$ cat src/rtl/inst_prefetch_pkg.sv
// Shared definitions for the instruction prefetcher: FSM encodings, default
// FIFO depth and a saturating byte-counter helper.
// Imported by inst_prefetch and its storage sub-module.
package inst_prefetch_pkg;

  localparam int PF_DEPTH_DEFAULT = 4;

  typedef enum logic [1:0] {
    ST_IDLE    = 2'd0,
    ST_FETCH   = 2'd1,
    ST_DISCARD = 2'd2
  } pf_state_e;

  // 8-bit add that clamps at 255 instead of wrapping.
  function automatic logic [7:0] sat_add8(input logic [7:0] a, input logic [7:0] b);
    logic [8:0] s;
    s = {1'b0, a} + {1'b0, b};
    return s[8] ? 8'hFF : s[7:0];
  endfunction

endpackage

$ cat src/rtl/inst_prefetch_fifo.sv
// prefetch_fifo: byte FIFO holding prefetched instruction bytes.
// Latency: a push in cycle M is visible on dout/empty in cycle M+1; dout is a
// storage read with no input-to-output path. Backpressure: push at full is dropped
// unless a pop happens the same cycle; pop at empty is ignored; flush wins over both.
// Ports: clk, reset (sync, active-high), push/din, pop/dout, flush, count, full, empty.
module prefetch_fifo #(
  parameter int DEPTH = 4,
  parameter int W     = 8,
  parameter int AW    = $clog2(DEPTH),
  parameter int CW    = $clog2(DEPTH + 1)
) (
  input  logic          clk,
  input  logic          reset,
  input  logic          push,
  input  logic          pop,
  input  logic          flush,
  input  logic [W-1:0]  din,
  output logic [W-1:0]  dout,
  output logic [CW-1:0] count,
  output logic          full,
  output logic          empty
);

  logic [W-1:0]  mem_q [DEPTH];
  logic [AW-1:0] wr_q, rd_q;
  logic [CW-1:0] cnt_q;
  logic          do_push, do_pop;

  assign empty   = (cnt_q == '0);
  assign full    = (cnt_q == CW'(DEPTH));
  assign count   = cnt_q;
  assign do_pop  = pop & ~empty;
  // A pop frees the slot this cycle, so a push at full is accepted alongside it.
  assign do_push = push & (~full | do_pop);
  // Hold the output at zero while empty so stale storage never leaks out.
  assign dout    = empty ? '0 : mem_q[rd_q];

  always_ff @(posedge clk) begin
    if (do_push && !flush && !reset) mem_q[wr_q] <= din;
  end

  always_ff @(posedge clk) begin
    if (reset || flush) begin
      wr_q  <= '0;
      rd_q  <= '0;
      cnt_q <= '0;
    end else begin
      if (do_push) wr_q <= wr_q + AW'(1);
      if (do_pop)  rd_q <= rd_q + AW'(1);
      cnt_q <= cnt_q + CW'(do_push) - CW'(do_pop);
    end
  end

endmodule

$ cat src/rtl/inst_prefetch.sv
// inst_prefetch: fetches instruction bytes ahead of the control unit into a small FIFO.
// Latency: byte acked in cycle M is at an empty FIFO head in cycle M+1; back-to-back
// requests with no idle cycle. Backpressure: stops requesting when the FIFO fills.
// Ports: clk, reset (sync, active-high); pc_load/pc_in redirect; mem_req/mem_addr/
// mem_ack/mem_data one-outstanding memory read; inst_pop/inst_data/inst_valid/head_pc
// head-of-queue to the control unit; flush_count only when PREFETCH_STATS_EN is defined.
module inst_prefetch
  import inst_prefetch_pkg::*;
#(
  parameter int DEPTH  = PF_DEPTH_DEFAULT,
  parameter int ADDR_W = 16
) (
  input  logic              clk,
  input  logic              reset,
  input  logic              pc_load,
  input  logic [ADDR_W-1:0] pc_in,
  output logic              mem_req,
  output logic [ADDR_W-1:0] mem_addr,
  input  logic              mem_ack,
  input  logic [7:0]        mem_data,
  input  logic              inst_pop,
  output logic [7:0]        inst_data,
  output logic              inst_valid,
  output logic [ADDR_W-1:0] head_pc
`ifdef PREFETCH_STATS_EN
  ,
  output logic [7:0]        flush_count
`endif
);

  localparam int CW = $clog2(DEPTH + 1);

  pf_state_e         state_q, state_d;
  logic [ADDR_W-1:0] fetch_addr_q, fetch_addr_d;
  logic [ADDR_W-1:0] req_addr_q, req_addr_d;
  logic [ADDR_W-1:0] head_pc_q, head_pc_d;

  logic          fifo_push, fifo_flush, fifo_full, fifo_empty, pop_eff;
  logic [CW-1:0] fifo_count;
  logic [CW:0]   cnt_after;

  // A redirect throws away whatever the head was, so it cancels a simultaneous pop.
  assign pop_eff   = inst_pop & ~fifo_empty & ~pc_load;
  assign cnt_after = {1'b0, fifo_count} + (CW+1)'(1) - (CW+1)'(pop_eff);

  prefetch_fifo #(.DEPTH(DEPTH), .W(8)) u_fifo (
    .clk   (clk),
    .reset (reset),
    .push  (fifo_push),
    .pop   (pop_eff),
    .flush (fifo_flush),
    .din   (mem_data),
    .dout  (inst_data),
    .count (fifo_count),
    .full  (fifo_full),
    .empty (fifo_empty)
  );

  always_comb begin
    state_d      = state_q;
    fetch_addr_d = fetch_addr_q;
    req_addr_d   = req_addr_q;
    head_pc_d    = head_pc_q;
    fifo_push    = 1'b0;
    fifo_flush   = 1'b0;

    if (pc_load) begin
      fifo_flush   = 1'b1;
      fetch_addr_d = pc_in;
      head_pc_d    = pc_in;
    end else if (pop_eff) begin
      head_pc_d = head_pc_q + ADDR_W'(1);
    end

    case (state_q)
      ST_IDLE: begin
        if (!pc_load && !fifo_full) begin
          state_d    = ST_FETCH;
          req_addr_d = fetch_addr_q;
        end
      end
      ST_FETCH: begin
        if (pc_load) begin
          // Acked byte belongs to the old stream: drop it and restart at the target.
          if (mem_ack) begin
            req_addr_d = pc_in;
          end else begin
            state_d = ST_DISCARD;
          end
        end else if (mem_ack) begin
          fifo_push    = 1'b1;
          fetch_addr_d = fetch_addr_q + ADDR_W'(1);
          req_addr_d   = fetch_addr_q + ADDR_W'(1);
          if (cnt_after >= (CW+1)'(DEPTH)) state_d = ST_IDLE;
        end
      end
      ST_DISCARD: begin
        // The request on the bus must complete before a new address goes out;
        // the FIFO was flushed, so there is always room to restart at once.
        if (mem_ack) begin
          state_d    = ST_FETCH;
          req_addr_d = pc_load ? pc_in : fetch_addr_q;
        end
      end
      default: state_d = ST_IDLE;
    endcase
  end

  always_ff @(posedge clk) begin
    if (reset) begin
      state_q      <= ST_IDLE;
      fetch_addr_q <= '0;
      req_addr_q   <= '0;
      head_pc_q    <= '0;
    end else begin
      state_q      <= state_d;
      fetch_addr_q <= fetch_addr_d;
      req_addr_q   <= req_addr_d;
      head_pc_q    <= head_pc_d;
    end
  end

  assign mem_req    = (state_q != ST_IDLE);
  assign mem_addr   = req_addr_q;
  assign inst_valid = ~fifo_empty;
  assign head_pc    = head_pc_q;

`ifdef PREFETCH_STATS_EN
  logic [7:0] flush_cnt_q, flush_cnt_d;

  always_comb begin
    flush_cnt_d = flush_cnt_q;
    if (pc_load) flush_cnt_d = sat_add8(flush_cnt_d, 8'(fifo_count));
    if (state_q == ST_DISCARD && mem_ack) flush_cnt_d = sat_add8(flush_cnt_d, 8'd1);
  end

  always_ff @(posedge clk) begin
    if (reset) flush_cnt_q <= '0;
    else       flush_cnt_q <= flush_cnt_d;
  end

  assign flush_count = flush_cnt_q;
`else
  // Statistics disabled: no flushed-byte counter is built.
`endif

endmodule

$ cat config.mk
export PLATFORM = sky130hd
export DESIGN_NAME = inst_prefetch
export DESIGN_NICKNAME = d
export VERILOG_FILES = /design/src/rtl/inst_prefetch_pkg.sv /design/src/rtl/inst_prefetch_fifo.sv /design/src/rtl/inst_prefetch.sv
export SDC_FILE = /design/constraint.sdc
export NUM_CORES = 1
export LEC_CHECK = 0
export CAP_MARGIN = 5
export CORE_MARGIN = 3
export CORE_UTILIZATION = 55
export CTS_CLUSTER_DIAMETER = 80
export DETAILED_ROUTE_END_ITERATION = 10
export PLACE_DENSITY = 0.84
export SLEW_MARGIN = 20
export SYNTH_ARGS = -nofsm -noshare
export SYNTH_HDL_FRONTEND = slang
export SYNTH_SLANG_ARGS = --single-unit
export TNS_END_PERCENT = 100
$ cat constraint.sdc
create_clock -name clk -period 6.63 [get_ports clk]
set_input_delay 1.6575 -clock clk [delete_from_list [all_inputs] [get_ports clk]]
set_output_delay 1.6575 -clock clk [all_outputs]
set_load 0.02 [all_outputs]
Word level (Yosys, flattened, before mapping)
Memories as Yosys holds them, arrays and structs flattened. A register that Yosys moved wholly into a read port is not among the register bits.
Cells that the tools add are included.
{"block": "totals", "word_cells": 77, "ramBits": 32, "memories": 1, "ff_bits": 57}
{"name": "u_fifo.mem_q", "depth": 4, "word_bits": 8, "rd": 1, "rd_ports_with_merged_regs": 1, "write_ports": 1, "line": "inst_prefetch_fifo.sv:24", "rtl": "logic [W-1:0] mem_q [DEPTH];"}
{"block": "classes", "bitwise_logic": 8, "add_sub_neg": 8, "reduce_logical": 15, "n_eq_ne": 9, "order_cmp": 1, "mux": 28}
{"operator": "16-bit two-way mux", "n": 11}
{"operator": "16-bit one-hot mux with 3 select lines", "n": 1}
{"operator": "16-bit by 1-bit adder with 16-bit output, second input constant", "n": 2}
{"operator": "2-bit two-way mux", "n": 8}
{"operator": "3-bit inequality test, second input constant", "n": 3}
{"operator": "8-bit two-way mux", "n": 1}
{"operator": "1-bit two-way mux", "n": 6}
{"operator": "2-bit inequality test, second input constant", "n": 3}
{"operator": "2-bit one-hot mux with 3 select lines", "n": 1}
{"operator": "5-bit AND reduction", "n": 1}
{"operator": "2-bit by 1-bit adder with 2-bit output, second input constant", "n": 2}
{"operator": "3-bit by 1-bit adder with 4-bit output, second input constant", "n": 1}
{"operator": "1-bit AND", "n": 4}
{"operator": "4-bit by 3-bit >= comparator with 1-bit output, second input constant", "n": 1}
{"operator": "1-bit logical NOT", "n": 4}
{"operator": "4-bit AND reduction", "n": 1}
{"operator": "2-bit nonzero test", "n": 2}
{"operator": "4-bit by 1-bit subtractor with 4-bit output", "n": 1}
{"operator": "3-bit by 1-bit adder with 3-bit output", "n": 1}
{"operator": "3-bit equality test, second input constant", "n": 1}
{"operator": "1-bit logical AND", "n": 3}
{"operator": "3-bit logical NOT", "n": 1}
{"operator": "1-bit inverter", "n": 3}
{"operator": "3-bit nonzero test", "n": 1}
{"operator": "other kinds (6)", "n": 6}

Longest topological paths before layout
Gate-level depths: netlist of the first run.
{"block": "depth", "depth_word": 11, "ltp_mapped": 12}

By module
From an unflattened synthesis of the first run, not the netlist that was laid out.
{"block": "unflattened", "cells_unflattened": 512, "area_unflattened_um2": 4967.3}
{"module": "inst_prefetch", "cells_each": 415, "n_inst": 1, "seq_area_each_um2": 1001.0, "area_each_um2": 3271.9}
{"module": "prefetch_fifo", "cells_each": 97, "n_inst": 1, "seq_area_each_um2": 1141.1, "area_each_um2": 1695.4}

Least setup slack after synthesis of the first run
Ideal clock, no wire load.
{"block": "synth_path", "kind": "in2reg", "from": "in pc_load", "to": "reg u_fifo.cnt_q[2] (netlist: u_fifo.count[2])", "setup_ns": 0.118, "t_required_ns": 6.512, "path_stages": 12, "t_arrival_ns": 3.753, "setup_slack_ns": 2.758, "path_cell_list": "clkbuf_1 -> inv_1 -> clkbuf_1 -> buf_1 -> and2_1 -> ha_1 -> inv_1 -> ha_1 -> fa_1 -> xnor2_1 -> xnor2_1 -> nor2_1"}
{"block": "synth_between", "elab_chain_cells": 7, "word_cells_on_any_way": 11, "cone_classes": "2 x add/sub; 3 x mux; 5 x bitwise; 1 x reduce/logical"}
{"item": "start, declared", "line": "inst_prefetch.sv:15", "rtl": "input logic pc_load,"}
{"item": "1-bit inverter", "line": "inst_prefetch.sv:43", "rtl": "assign pop_eff = inst_pop & ~fifo_empty & ~pc_load;"}
{"item": "1-bit AND", "line": "inst_prefetch.sv:43"}
{"item": "1-bit AND", "line": "inst_prefetch_fifo.sv:32", "rtl": "assign do_pop = pop & ~empty;"}
{"item": "1-bit bitwise OR", "line": "inst_prefetch_fifo.sv:34", "rtl": "assign do_push = push & (~full | do_pop);"}
{"item": "1-bit AND", "line": "inst_prefetch_fifo.sv:34"}
{"item": "3-bit by 1-bit adder with 3-bit output", "line": "inst_prefetch_fifo.sv:50", "rtl": "cnt_q <= cnt_q + CW'(do_push) - CW'(do_pop);"}
{"item": "3-bit by 1-bit subtractor with 3-bit output", "line": "inst_prefetch_fifo.sv:50"}
{"item": "end signal, assigned", "line": "inst_prefetch_fifo.sv:50"}
{"item": "end, declared", "line": "inst_prefetch_fifo.sv:26", "rtl": "logic [CW-1:0] cnt_q;"}
Parallel ways exist; a longest one is shown, timed or not.
A chain may end at the register's enable or synchronous reset.

Worst setup path in the final report of the first run
{"block": "layout_path", "from": "in pc_load", "to": "reg u_fifo.cnt_q[1] (netlist: u_fifo.count[1])"}
The elaborated chain is that of the path after synthesis.

==> results of run 1 <==
-- worst max-delay path, cell delays in order --
cell and delay [ns]:
sky130_fd_sc_hd__clkdlybuf4s50_1 0.40, sky130_fd_sc_hd__buf_4 0.26, sky130_fd_sc_hd__nor2b_1 0.57, sky130_fd_sc_hd__nand2_1 0.60
sky130_fd_sc_hd__a41oi_1 0.72, sky130_fd_sc_hd__ha_1 0.29, sky130_fd_sc_hd__fa_1 0.40, sky130_fd_sc_hd__and3_1 0.18
-- cell families (layout without fill, tap and decap cells) --
logic type,count (synthesis),count (layout),share of synthesized area (%)
AND/OR/NAND/NOR,175,175,18.49
XOR/XNOR,21,21,3.844
adder cells (fa/ha/maj),13,13,3.556
flip-flops,91,91,44.77
buffers and inverters,60,114,4.890
AO/OA/AOI/OAI,132,132,18.99
multiplexers,16,16,5.465
-- final cells by class --
| cell class | count | area share (%) |
|---|---|---|
| Timing Repair Buffer | 74 | 12.87 |
| Clock inverter | 5 | 0.6830 |
| Sequential cell | 91 | 37.72 |
| Inverter | 24 | 1.586 |
| Clock buffer | 11 | 2.313 |
| Multi-Input combinational cell | 357 | 42.52 |
| Tap cell | 105 | 2.313 |
-- layout by cell type, fill, tap and decap left out, types with 7 or more instances in the layout --
master                            netlist  layout
sky130_fd_sc_hd__a32oi_1                8       8
sky130_fd_sc_hd__a211oi_1              15      15
sky130_fd_sc_hd__inv_1                 23      23
sky130_fd_sc_hd__clkdlybuf4s50_1        0      70
sky130_fd_sc_hd__a311oi_1               9       9
sky130_fd_sc_hd__a21oi_1               25      25
sky130_fd_sc_hd__edfxtp_1              32      32
sky130_fd_sc_hd__mux4_2                 8       8
sky130_fd_sc_hd__xnor2_1                9       9
sky130_fd_sc_hd__clkbuf_8               0       9
sky130_fd_sc_hd__and3_1                11      11
sky130_fd_sc_hd__o21ai_0               30      30
sky130_fd_sc_hd__dfxtp_1               59      59
sky130_fd_sc_hd__nand2_1               37      37
sky130_fd_sc_hd__and2_1                12      12
sky130_fd_sc_hd__mux2i_1                7       7
sky130_fd_sc_hd__ha_1                  12      12
sky130_fd_sc_hd__nor3_1                11      11
sky130_fd_sc_hd__nand3_1               13      13
sky130_fd_sc_hd__nor2_1                53      53
sky130_fd_sc_hd__xor2_1                12      12
sky130_fd_sc_hd__nand4_1               10      10
-- through the flow --
stage               hold WS [ns]  cells  utilization [%]
floorplan                 0.4847    508                -
global placement          0.4399    651            66.05
detailed placement        0.4488    651            66.05
CTS                       0.4611    667            68.09
global route              0.4924    667            68.09
finish                    0.4589    667            68.09
-- per-layer routing --
| metal | vias to the layer above | global-route usage, % | part of all wire, % |
|---|---|---|---|
| met5 | - | 0 | 0 |
| met4 | 0 | 12.71 | 2.3 |
| met3 | 25 | 3.857 | 9.1 |
| met2 | 245 | 40.08 | 46 |
| met1 | 2054 | 37.62 | 42 |
| li1 | 1990 | - | - |
-- final timing paths --
check / startpoint / endpoint / slack [ns]
worst max-delay path: pc_load / u_fifo.count[1]$_SDFF_PP0_ / 1.78
worst min-delay path: mem_addr[12]$_SDFFE_PP0P_ / mem_addr[12]$_SDFFE_PP0P_ / 0.46
worst max register to register: state_q[1]$_SDFFE_PP0P_ / u_fifo.count[1]$_SDFF_PP0_ / 2.83
worst min register to register: mem_addr[12]$_SDFFE_PP0P_ / mem_addr[12]$_SDFFE_PP0P_ / 0.46
-- sequential cells by signal, summed over array words and instances (netlist names), named ones only --
name	cells
head_pc	16
u_fifo.rd_q	2
fetch_addr_q	16
u_fifo.mem_q	32
u_fifo.count	3
state_q	2
mem_addr	16
u_fifo.wr_q	2
-- where the power goes --
group	total (W)	switching, W	internal [W]
clock	0.000340	0.000202	0.000139
sequential	0.000694	0.0000506	0.000644
combinational	0.000754	0.000464	0.000291
==> reports/qor.tcl, run 1 <==
set qor(run_status) {finished clean}
set qor(grt_overflow_total) 0
set qor(cts-buffers-inserted) 9
set qor(io_pins) 71
set qor(setup_slack_ns) 1.783
set qor(timing.setup.tns_ns) 0
set qor(synthCells) 508
set qor(drc_errors) 0
set qor(ctsResizeCount) 0
set qor(placement.cell_area_sq_um) 5509
set qor(netlist.top_cell.by_area) {sky130_fd_sc_hd__dfxtp_1}
set qor(totalWireLength_mm) 12.70
set qor(fin_crit_ns) 4.847
set qor(pwr_density_cell_nw_per_um2) 315.0
set qor(cp-end-kind) {flip-flop}
set qor(largest_net_degree_at_the_start_of_global_routing) 48
set qor(worst_slew_margin_rel_pct) 46.24
set qor(floorplan.core_area_sq_um) 8341
set qor(first_global_vias) 4133
set qor(clock_tree.buffer_depth) 2
set qor(total_number_of_vias) 4314
set qor(post_synth.cell_area_avg_sq_um) 9.418
set qor(antenna_violating_nets_post_route) 0
set qor(grt_pass1_wl_mm) 20.87
set qor(fin_skew_ns) 0.009309
set qor(viasPerCell) 6.468
set qor(timing.fmax_mhz) 206.3
set qor(cts_root_buf) {sky130_fd_sc_hd__clkbuf_8}
set qor(final_net_count) 599
set qor(drtPass1Iterations) 6
set qor(launching_element_type_of_the_critical_path) {input port}
set qor(timing.max_cap.violations) 0
set qor(synth.cell_area_sq_um) 4785
set qor(slew_at_the_pin_closest_to_its_max_slew_limit_ns) 0.8034
set qor(power_leakage_nw) 1.933
set qor(max-vdd-ir-drop_uv) 194.2
set qor(routed_wire_per_std_cell_um) 19.04
set qor(netlist_top_cells_count) {sky130_fd_sc_hd__dfxtp_1 (59), sky130_fd_sc_hd__nor2_1 (53), sky130_fd_sc_hd__nand2_1 (37)}
set qor(critical_path_arrival_ns) 5.11
set qor(areaGrowthSynthToFinish_pct) 18.70
set qor(worstPathMaxFanout) 41
set qor(synth_seq_area_share_pct) 44.77
set qor(antenna_violations_before_repair) 0
set qor(asyncSetResetFlopFracSynth_pct) 0
set qor(worstPathRequired_ns) 6.89
set qor(synth_top_area_share_pct) 24.69
set qor(synth_enable_flop_cells) 32
set qor(gp_congestion) 0.9034
set qor(cts_max_level) 3
set qor(area_occupied_by_multi_input_gates_sq_um) 2415
set qor(worst_hold_path.num_cells) 2
set qor(dieArea_sq_um) 9855
set qor(cts.reportedPaths.clkPinSlew_ns) 0.09
set qor(cts_tree) {done}
set qor(cts.hold.buffers_added) 0
set qor(mapped_nets) 550
set qor(postSynthRegisterBits) 91
set qor(synth_top_flop_cell) {sky130_fd_sc_hd__dfxtp_1}
set qor(setup_viol) 0
set qor(grt_setup_unrepaired) {no}
set qor(dp_slack_ns) 1.445
set qor(die_w_um) 99.27
set qor(drive_gt1_share_pct) 5.694
set qor(synth_area_leaders) {sky130_fd_sc_hd__dfxtp_1 (25%), sky130_fd_sc_hd__edfxtp_1 (20%), sky130_fd_sc_hd__nor2_1 (4.2%)}
set qor(post-route-period-util_pct) 73.10
set qor(timing.final.max_slew_violations) 0
set qor(setup_buffers_after_cts) 0
set qor(r2r.worst_path.cells) 8
set qor(rows) 33
set qor(initial_utilization_pct) 57.37
set qor(final.fill_count) 657
set qor(layout.area.seq_sq_um) 2142
set qor(fp.dieH_um) 99.27
set qor(detailedPlacementHpwl_mm) 8.821
set qor(antennaDiodeCount) 0
set qor(post-layout-total-power_w) 0.001789
set qor(synthDistinctLibCells) 63
set qor(worst_skew_pair.late_latency_ns) 0.36
set qor(min_path_type) {flip-flop to flip-flop}
set qor(grt.total_usage_pct) 26.53
set qor(post-route-cell-area_sq_um) 5679
set qor(numPortBuffers) 70
set qor(final_hold_viol_count) 0
set qor(yosys_warnings) 0
set qor(drt_first_iter_violations) 399
set qor(critPathKind) {input port to flip-flop}
set qor(yosys.cell_count.top_type) {sky130_fd_sc_hd__dfxtp_1}
set qor(tritoncts_num_sinks) 91
Power figures use the tool's default switching activity.
==> run 2: changes to the inputs <==
--- a/config.mk
+++ b/config.mk
@@ -7,10 +7,10 @@
 export LEC_CHECK = 0
 export CAP_MARGIN = 5
 export CORE_MARGIN = 3
-export CORE_UTILIZATION = 55
+export CORE_UTILIZATION = 49
 export CTS_CLUSTER_DIAMETER = 80
 export DETAILED_ROUTE_END_ITERATION = 10
-export PLACE_DENSITY = 0.84
+export PLACE_DENSITY = 0.79
 export SLEW_MARGIN = 20
 export SYNTH_ARGS = -nofsm -noshare
 export SYNTH_HDL_FRONTEND = slang
==> constraint.sdc (replaced) <==
create_clock -name clk -period 4.2 [get_ports clk]
set_input_delay 1.05 -clock clk [delete_from_list [all_inputs] [get_ports clk]]
set_output_delay 1.05 -clock clk [all_outputs]
set_load 0.02 [all_outputs]
==> run 2 against run 1 <==
  * Sequential share of layout area shrank 0.70 points
  * Core utilization down 6.3 points
  * Clock skew increased by 0.0050 ns
  * Hold slack better by 0.0057 ns
  * Sequential cell count unchanged
  * Design area is 1.9% higher
  * Power increased by 63%
  * Clock power up 76%
  * Critical path depth fell by 5
  * Global-route usage decreased by 3.5 points
  * Via count is 1.7% lower
==> reports/qor.tcl, run 2 (synthesis results as in run 1) <==
set qor(run_status) {finished clean}
set qor(dieArea_sq_um) 10990 ;# +11%
set qor(r2r-end) {mem_addr[2]$_SDFFE_PP0P_}
set qor(cts_root_buf) {sky130_fd_sc_hd__clkbuf_8}
set qor(clock_tree.buffer_depth) 2 ;# unchanged
set qor(netSwitchingFraction_pct) 40.60 ;# +0.58 points
set qor(mostFrequentLayoutCells) {sky130_fd_sc_hd__clkdlybuf4s50_1 (70), sky130_fd_sc_hd__dfxtp_1 (59), sky130_fd_sc_hd__nor2_1 (53), sky130_fd_sc_hd__nand2_1 (37), sky130_fd_sc_hd__edfxtp_1 (32)}
set qor(grt_pass1_wl_mm) 20.58 ;# -1.4%
set qor(r2r.worst_path.cells) 6 ;# -2
set qor(cts-buffers-inserted) 9 ;# unchanged
set qor(gp_congestion) 0.9104 ;# +0.77%
set qor(die_w_um) 104.8 ;# +5.6%
set qor(routed_wire_per_std_cell_um) 18.18 ;# -4.5%
set qor(drtPass1Iterations) 5 ;# -1
set qor(power_leakage_nw) 1.987 ;# +2.8%
set qor(fin_skew_ns) 0.01427 ;# +0.004965 ns
set qor(power.clock.fraction_pct) 20.5 ;# +1.5 points
set qor(worstPathRequired_ns) 3.15 ;# -3.74 ns
set qor(worst_hold_path.num_cells) 2 ;# unchanged
set qor(detailedPlacementHpwl_mm) 8.738 ;# -0.95%
set qor(antennaDiodeCount) 0 ;# unchanged
set qor(grt.total_usage_pct) 23.06 ;# -3.5 points
set qor(setup_slack_ns) 0.8104 ;# -0.9730 ns
set qor(worst_skew_pair.late_latency_ns) 0.38 ;# +0.02 ns
set qor(floorplan.core_area_sq_um) 9371 ;# +12%
set qor(registers.top_by_ff_count) {u_fifo.mem_q}
set qor(areaGrowthSynthToFinish_pct) 20.95
set qor(setup_buffers_after_cts) 0 ;# unchanged
set qor(antenna_violations_before_repair) 0 ;# unchanged
set qor(drc_errors) 0 ;# unchanged
set qor(drive_gt1_share_pct) 7.206 ;# +1.5 points
set qor(r2r_start) {state_q[0]$_SDFFE_PP0P_}
set qor(ctsResizeCount) 0 ;# unchanged
set qor(cts_tree) {done}
set qor(p_sw_w) 0.001181 ;# +65%
set qor(path_cells) {mux4_2 > and2_1 > clkdlybuf4s50_1}
set qor(combinationalPowerShare_pct) 41.7 ;# -0.5 points
set qor(totalWireLength_mm) 12.69 ;# about the same
set qor(timing.setup.tns_ns) 0 ;# unchanged
set qor(drt_first_iter_violations) 328 ;# -18%
set qor(power.sequential.fraction_pct) 37.7 ;# -1.1 points
set qor(antenna_violating_nets_post_route) 0 ;# unchanged
set qor(max-vdd-ir-drop_uv) 286.5 ;# +47%
set qor(min_path_type) {flip-flop to flip-flop}
set qor(mostFrequentLayoutCell) {sky130_fd_sc_hd__clkdlybuf4s50_1}
set qor(tritoncts_num_sinks) 91 ;# unchanged
set qor(io_pins) 71 ;# unchanged
set qor(worstHoldStart) {mem_addr[12]$_SDFFE_PP0P_}
set qor(grt_overflow_total) 0 ;# unchanged
set qor(fin_crit_ns) 3.390
set qor(final_hold_viol_count) 0 ;# unchanged
set qor(worstPathMaxFanout) 8 ;# -80%
set qor(post-route-period-util_pct) 80.71
set qor(timing.hold.worst_endpoint) {mem_addr[12]$_SDFFE_PP0P_}
set qor(critical_path.max_stage_delay_ns) 0.67 ;# -0.05 ns
set qor(pwr_density_cell_nw_per_um2) 502.5 ;# +60%
set qor(setup_viol) 0 ;# unchanged
set qor(final_net_count) 606 ;# +1.2%
set qor(timing.fmax_mhz) 295.0
set qor(viasPerCell) 6.076 ;# -6.1%
set qor(fp.dieH_um) 104.8 ;# +5.6%
set qor(launching_element_type_of_the_critical_path) {flip-flop}
set qor(grt_setup_unrepaired) {no}
set qor(cts.hold.buffers_added) 0 ;# unchanged
set qor(numPortBuffers) 70 ;# unchanged
set qor(rows) 35 ;# +6.1%
set qor(initial_utilization_pct) 51.05 ;# -6.3 points
set qor(worst_slew_margin_rel_pct) 51.99 ;# +5.7 points
set qor(largest_register_ff_count) 32 ;# unchanged
set qor(timing.critical_path.slowest_stage_cell) {sky130_fd_sc_hd__dfxtp_1}
set qor(cts_max_level) 3 ;# unchanged
set qor(first_global_vias) 4164 ;# +0.75%
set qor(dp_slack_ns) 0.8123 ;# -0.6327 ns
set qor(cts.reportedPaths.clkPinSlew_ns) 0.11 ;# +0.02 ns
set qor(timing.reg2reg.setup_slack_ns) 1.67 ;# -1.16 ns
set qor(timing.max_cap.violations) 0 ;# unchanged
set qor(cp-end-kind) {output port}
set qor(power.internal_w) 0.001727 ;# +61%
set qor(largest_net_degree_at_the_start_of_global_routing) 47 ;# -2.1%
set qor(critPathKind) {flip-flop to output port}
set qor(critical_path_arrival_ns) 2.34 ;# -2.77 ns
set qor(total_number_of_vias) 4241 ;# -1.7%
set qor(slew_at_the_pin_closest_to_its_max_slew_limit_ns) 0.7136 ;# -0.08980 ns
set qor(timing.final.max_slew_violations) 0 ;# unchanged
[run 2: changes by cell type in the layout (fill, tap and decap cells not counted), sizes merged]
cell / delta
buf: +7
clkbuf: -2
clkinv: -3
clkinvlp: -1
inv: +6
[run 2: area by class of cell]
cell class	instances	area, sq um
multi-input cells	357	2415
repair buffers	81	783.3
inverters	24	90.09
clock buffers	9	123.9
flip-flops and latches	91	2142
fillers	815	3585
well taps	129	161.4
clock inverters	7	71.32
[run 2: critical path: cells and delay by family, from the launching register on]
kind | cells | cell delay (ns)
AND/OR/NAND/NOR | 1 | 0.17
multiplexers | 1 | 0.58
flip-flops | 1 | 0.67
buffers and inverters | 1 | 0.54
[run 2: how the worst max path moves through the flow]
stage | endpoint | slack, ns | cells after the start
2_1_floorplan | u_fifo.count[2]$_SDFF_PP0_ | 0.94 | 12
3_3_place_gp | u_fifo.count[2]$_SDFF_PP0_ | 0.87 | 10
3_5_place_dp | u_fifo.count[2]$_SDFF_PP0_ | 0.81 | 10
4_1_cts | inst_data[0] | 0.77 | 3
5_1_grt | inst_data[0] | 0.66 | 3
6_report | inst_data[0] | 0.81 | 3
[run 2: layer usage]
metal / global-route usage, % / share of wire [%]
met5: 0 / 0
met4: 7.591 / 2.0
met3: 5.868 / 8.0
met2: 35.79 / 46
met1: 31.58 / 44
[run 2: power by group through the flow]
stage | clock [W] | combinational [W] | sequential, W
2_1_floorplan | 0 | 0.000662 | 0.00119
3_3_place_gp | 0 | 0.00116 | 0.00111
3_5_place_dp | 0 | 0.00118 | 0.00111
4_1_cts | 0.000603 | 0.00119 | 0.00110
5_1_grt | 0.000641 | 0.00132 | 0.00111
6_report | 0.000597 | 0.00121 | 0.00110
[run 2: metrics by stage]
stage	cell area [sq um]	power (W)	utilization (%)	hold WS, ns	std cells
2_1_floorplan	4785	0.001855	-	0.4847	508
3_3_place_gp	5592	0.002268	59.67	0.4453	682
3_5_place_dp	5592	0.002296	59.67	0.4551	682
4_1_cts	5787	0.002893	61.75	0.4690	698
5_1_grt	5787	0.003074	61.75	0.5005	698
6_report	5787	0.002908	61.75	0.4646	698
